$ cat src/rtl/instruction_fetch.sv
`default_nettype none
// ============================================================================
// Module   : instruction_fetch
// Purpose  : One-outstanding-read fetch unit with an address-tagged FIFO.
// Revision : 1.0
// ============================================================================
module instruction_fetch #(
    parameter int DEPTH = 4
) (
    input  logic        clk,
    input  logic        reset,
    input  logic [31:0] PC,
    input  logic        flush,
    output logic        pc_stall,
    output logic        imem_req,
    output logic [31:0] imem_addr,
    input  logic        imem_ack,
    input  logic [31:0] imem_rdata,
    output logic        instr_valid,
    output logic [31:0] instr,
    output logic [31:0] instr_pc,
    input  logic        instr_ready
);

    localparam int AW = $clog2(DEPTH);
    localparam int CW = AW + 1;

    localparam logic [1:0] c_IDLE = 2'd0;
    localparam logic [1:0] c_REQ  = 2'd1;
    localparam logic [1:0] c_DROP = 2'd2;

    localparam logic [CW-1:0] c_FULL    = CW'(DEPTH);
    localparam logic [CW-1:0] c_CNT_ONE = CW'(1);
    localparam logic [AW-1:0] c_PTR_ONE = AW'(1);

    logic [1:0]    state_q, state_d;
    logic [31:0]   addr_q, addr_d;
    logic [AW-1:0] rd_ptr_q, rd_ptr_d;
    logic [AW-1:0] wr_ptr_q, wr_ptr_d;
    logic [CW-1:0] count_q, count_d;

    logic [31:0]   mem_instr_q [DEPTH];
    logic [31:0]   mem_pc_q    [DEPTH];

    logic          w_push;
    logic          w_pop;
    logic          w_empty;

    assign w_empty = (count_q == '0);
    // A response is kept only when it lands in REQ without a concurrent jump.
    assign w_push  = (state_q == c_REQ) && imem_ack && !flush;
    assign w_pop   = instr_valid && instr_ready;

    always_comb begin
        state_d = state_q;
        addr_d  = addr_q;
        case (state_q)
            c_IDLE: begin
                if ((count_q < c_FULL) && !flush) begin
                    state_d = c_REQ;
                    addr_d  = PC;
                end
            end
            c_REQ: begin
                if (imem_ack) begin
                    state_d = c_IDLE;
                end else if (flush) begin
                    state_d = c_DROP;
                end
            end
            c_DROP: begin
                if (imem_ack) begin
                    state_d = c_IDLE;
                end
            end
            default: state_d = c_IDLE;
        endcase
    end

    always_comb begin
        rd_ptr_d = rd_ptr_q;
        wr_ptr_d = wr_ptr_q;
        count_d  = count_q;
        if (flush) begin
            rd_ptr_d = '0;
            wr_ptr_d = '0;
            count_d  = '0;
        end else begin
            if (w_push) begin
                wr_ptr_d = wr_ptr_q + c_PTR_ONE;
            end
            if (w_pop) begin
                rd_ptr_d = rd_ptr_q + c_PTR_ONE;
            end
            if (w_push && !w_pop) begin
                count_d = count_q + c_CNT_ONE;
            end else if (w_pop && !w_push) begin
                count_d = count_q - c_CNT_ONE;
            end
        end
    end

    always_ff @(posedge clk or posedge reset) begin
        if (reset) begin
            state_q  <= c_IDLE;
            addr_q   <= '0;
            rd_ptr_q <= '0;
            wr_ptr_q <= '0;
            count_q  <= '0;
        end else begin
            state_q  <= state_d;
            addr_q   <= addr_d;
            rd_ptr_q <= rd_ptr_d;
            wr_ptr_q <= wr_ptr_d;
            count_q  <= count_d;
        end
    end

    // Storage needs no reset: the head is masked to zero while the FIFO is empty.
    always_ff @(posedge clk) begin
        if (w_push) begin
            mem_instr_q[wr_ptr_q] <= imem_rdata;
            mem_pc_q[wr_ptr_q]    <= addr_q;
        end
    end

    assign imem_req    = (state_q != c_IDLE);
    assign imem_addr   = addr_q;
    assign pc_stall    = !w_push;
    assign instr_valid = !w_empty && !flush;
    assign instr       = w_empty ? 32'h0 : mem_instr_q[rd_ptr_q];
    assign instr_pc    = w_empty ? 32'h0 : mem_pc_q[rd_ptr_q];

endmodule
`default_nettype wire

$ cat config.mk
export PLATFORM = sky130hd
export DESIGN_NAME = instruction_fetch
export DESIGN_NICKNAME = d
export VERILOG_FILES = /design/src/rtl/instruction_fetch.sv
export SDC_FILE = /design/constraint.sdc
export NUM_CORES = 1
export LEC_CHECK = 0
export ABC_AREA = 1
export ABC_CLOCK_PERIOD_IN_PS = 5800
export BUFFER_PORTS_ARGS = -buffer_cell sky130_fd_sc_hd__buf_2
export CAP_MARGIN = 25
export CORE_MARGIN = 2
export CORE_UTILIZATION = 57
export DETAILED_ROUTE_END_ITERATION = 7
export GPL_TIMING_DRIVEN = 0
export HOLD_SLACK_MARGIN = 0.08
export MAX_ROUTING_LAYER = met4
export PLACE_DENSITY = 0.79
export REMOVE_ABC_BUFFERS = 1
export SETUP_SLACK_MARGIN = 0.1
export SYNTH_ARGS = -nofsm -noshare
export SYNTH_HDL_FRONTEND = slang
export SYNTH_SLANG_ARGS = --single-unit
$ cat constraint.sdc
create_clock -name clk -period 5.8 [get_ports clk]
set_input_delay 0.58 -clock clk [delete_from_list [all_inputs] [get_ports clk]]
set_output_delay 0.58 -clock clk [all_outputs]
set_load 0.05 [all_outputs]
==> out/qor.yml <==
grt:
  use_met2_pct: 39.2
  grt_max_degree: 82
  grt_use_met1_pct: 28.4
  overflow: 0
  track_usage_pct: 22.9
  antenna_found_initial: 2
  grt_pass1_vias: 7483
  busiest_layer: "met2"
  grt_pass1_wl_um: 38100
  met3_usage_pct: 3.27
logic_synthesis:
  yosysSeqAreaShare_pct: 74.1
  syn_area_um2: 11800
  synth_top_cell_by_area: "edfxtp_1"
  yosysUniqueCellTypes: 30
  avgSynthCellArea_um2: 13.1
  syn_inst: 897
  yosysWarnings: 0
  synth-seq-cells: 297
  ys_top_cells_by_area: "edfxtp_1 (65%), dfrtp_1 (8.7%), nor2_1 (8.4%)"
  yosysTopAreaCellShare_pct: 65.4
worst_setup_path:
  cp-start-kind: "flip-flop"
  critical_path_class: "flip-flop to primary output"
  cp.arrival_ns: 3.12
  critPathMaxFanout: 81
  end_kind: "primary output"
  reg2reg_slack_ns: 3.33
  cp.required_ns: 5.22
cts:
  clkSinkCount: 297
  htreeDepth: 1
  post_cts_resize_count: 0
  cts_setup_buffers: 0
  cts_tree: "yes"
  tritoncts.num_buffers: 30
  clk_latency_ns: 0.54
  hold_buffers: 1
  cts_buffer_depth: 3
  root_buffer: "clkbuf_16"
  path_clk_slew_ns: 0.07
route:
  drc_errors: 0
  drtAntennaViolNets: 0
  wl_um: 24200
  vias: 7455
  wl_per_cell_um: 17.9
  dr.pass1.iters: 5
  viasPerCell: 5.51
  drt_iter0_drc: 693
power:
  vdd_drop_max_uv: 524
  p_leak_nw: 5.37
  powerDensity_nw_per_um2: 580
layout:
  final_core_util_pct: 69.2
  area_growth_pct: 19.2
  multi_input_area_um2: 2730
  nFillCells: 1372
  regArea_um2: 8720
  drive_above_1_share_pct: 25.3
  nets: 1131
place:
  dp_hpwl_um: 13300
  portBuffers: 167
  place_congestion: 0.710
  pre_cts_ws_ns: 2.67
sta:
  min_period_ns: 3.70
  worst_slew_pin_slew_ns: 0.900
  worst_slack_ns: 2.10
  fmax_ghz: 0.270
  hold_violations: 0
  finalSetupViolations: 0
  slew_headroom_pct: 40.0
  rsz0062_at_grt: "false"
  report.final.slew_viol_count: 0
  skew_ns: 0.0157
  fin_crit_sh_pct: 63.8
floorplan:
  fp.coreArea_um2: 20200
  die_y_um: 148
  die_w_um: 148
  start_util_pct: 58.1
  pin_count: 168
  dieArea_um2: 21800
  rows: 52
worst_hold_path:
  min_path_type: "input port to flip-flop"
run_status:
  status: "finished clean"
job:
  cap_viol_max_count: 0
flip-flops by register name (all words and copies together) (netlist names):
register     flops
state_q          2
wr_ptr_q         2
mem_instr_q    128
mem_pc_q       128
rd_ptr_q         2
count_q          3
imem_addr       32
report_power, final:
| part | leakage (nW) | internal, mW | switching, mW |
|---|---|---|---|
| Clock | 0.509 | 1.23 | 0.761 |
| Sequential | 2.80 | 2.67 | 0.297 |
| Combinational | 2.06 | 0.775 | 2.39 |
layout by cell type (no fill, tap or decap), types with 2 or more instances in the layout:
cell type	netlist	routed
bufinv_16	0	6
nand2_1	14	14
nor2_4	1	5
o21ai_0	133	133
nor2_1	263	259
mux2_2	3	3
inv_1	17	14
clkbuf_16	0	31
nand3_1	5	5
dfrtp_1	41	39
nand4_1	2	2
edfxtp_1	256	256
a21oi_1	64	64
buf_12	0	10
clkinv_2	0	7
inv_4	0	3
mux2_4	29	29
diode_2	0	2
ha_1	4	4
inv_2	2	2
clkinv_1	0	7
buf_16	0	2
buf_2	17	167
clkbuf_1	16	3
dfrtp_4	0	2
kinds of logic after synthesis:
logic type	share of synthesized area (%)
AOI/OAI and AO/OA	8.66
adders and majority gates	0.596
buffers and inverters	2.86
muxes	3.99
xor gates and xnor gates	0.0745
and+or+nand+nor	9.68
DFF	74.1
synthesized netlist by cell type, drive strengths merged:
library cell and instances:
a21boi 1, a21oi 65, buf 36, clkbuf 16, dfrtp 41, edfxtp 256
fa 1, ha 4, inv 19, mux2 32, nand2 16, nand3 6
nand3b 1, nand4 2, nor2 265, o21a 1, o21ai 133, o31ai 1
xor2 1
metrics by stage:
step	instances	hold slack [ns]	TNS, ns	total power, mW	instance area, um^2
after floorplan	845	0.475	0	5.29	11500
after global placement	1282	0.500	-287.24	6.13	12700
after detailed placement	1294	0.527	0	6.16	13000
after CTS	1350	0.234	0	8.17	14000
after global routing	1352	0.231	0	8.48	14000
final	1352	0.251	0	8.12	14000
cell type report:
class / instances / share of cell area (%)
sequential: 297 / 62.2
multi-input combinational: 529 / 19.5
timing repair buffer: 180 / 7.86
clock buffer: 34 / 5.62
tap: 270 / 2.41
clock inverter: 21 / 1.78
inverter: 19 / 0.563
antenna: 2 / 0.0357
final timing paths:
| path | cells past startpoint | to | from |
|---|---|---|---|
| min in group asynchronous | 3 | imem_addr[9] | reset |
| max reg2reg | 6 | mem_instr_q[2][2] | state_q[1] |
| min | 1 | mem_instr_q[1][5] | imem_rdata[5] |
| max in group asynchronous | 4 | rd_ptr_q[1] | reset |
| max | 6 | instr_pc[0] | rd_ptr_q[0] |
| min reg2reg | 0 | mem_pc_q[3][14] | imem_addr[14] |
routing by layer:
metal	share of wire, %	vias up
met2	51	322
met5	0	-
li1	-	3483
met3	7.6	40
met4	1.9	0
met1	39	3610
critical path, cell delays in order, from the launching register on:
cell and delay, ns:
dfrtp_4 0.72, buf_16 0.32, inv_4 0.50, buf_16 0.32, o21ai_0 0.15, a21oi_1 0.19
buf_2 0.30
Power figures use the tool's default switching activity.
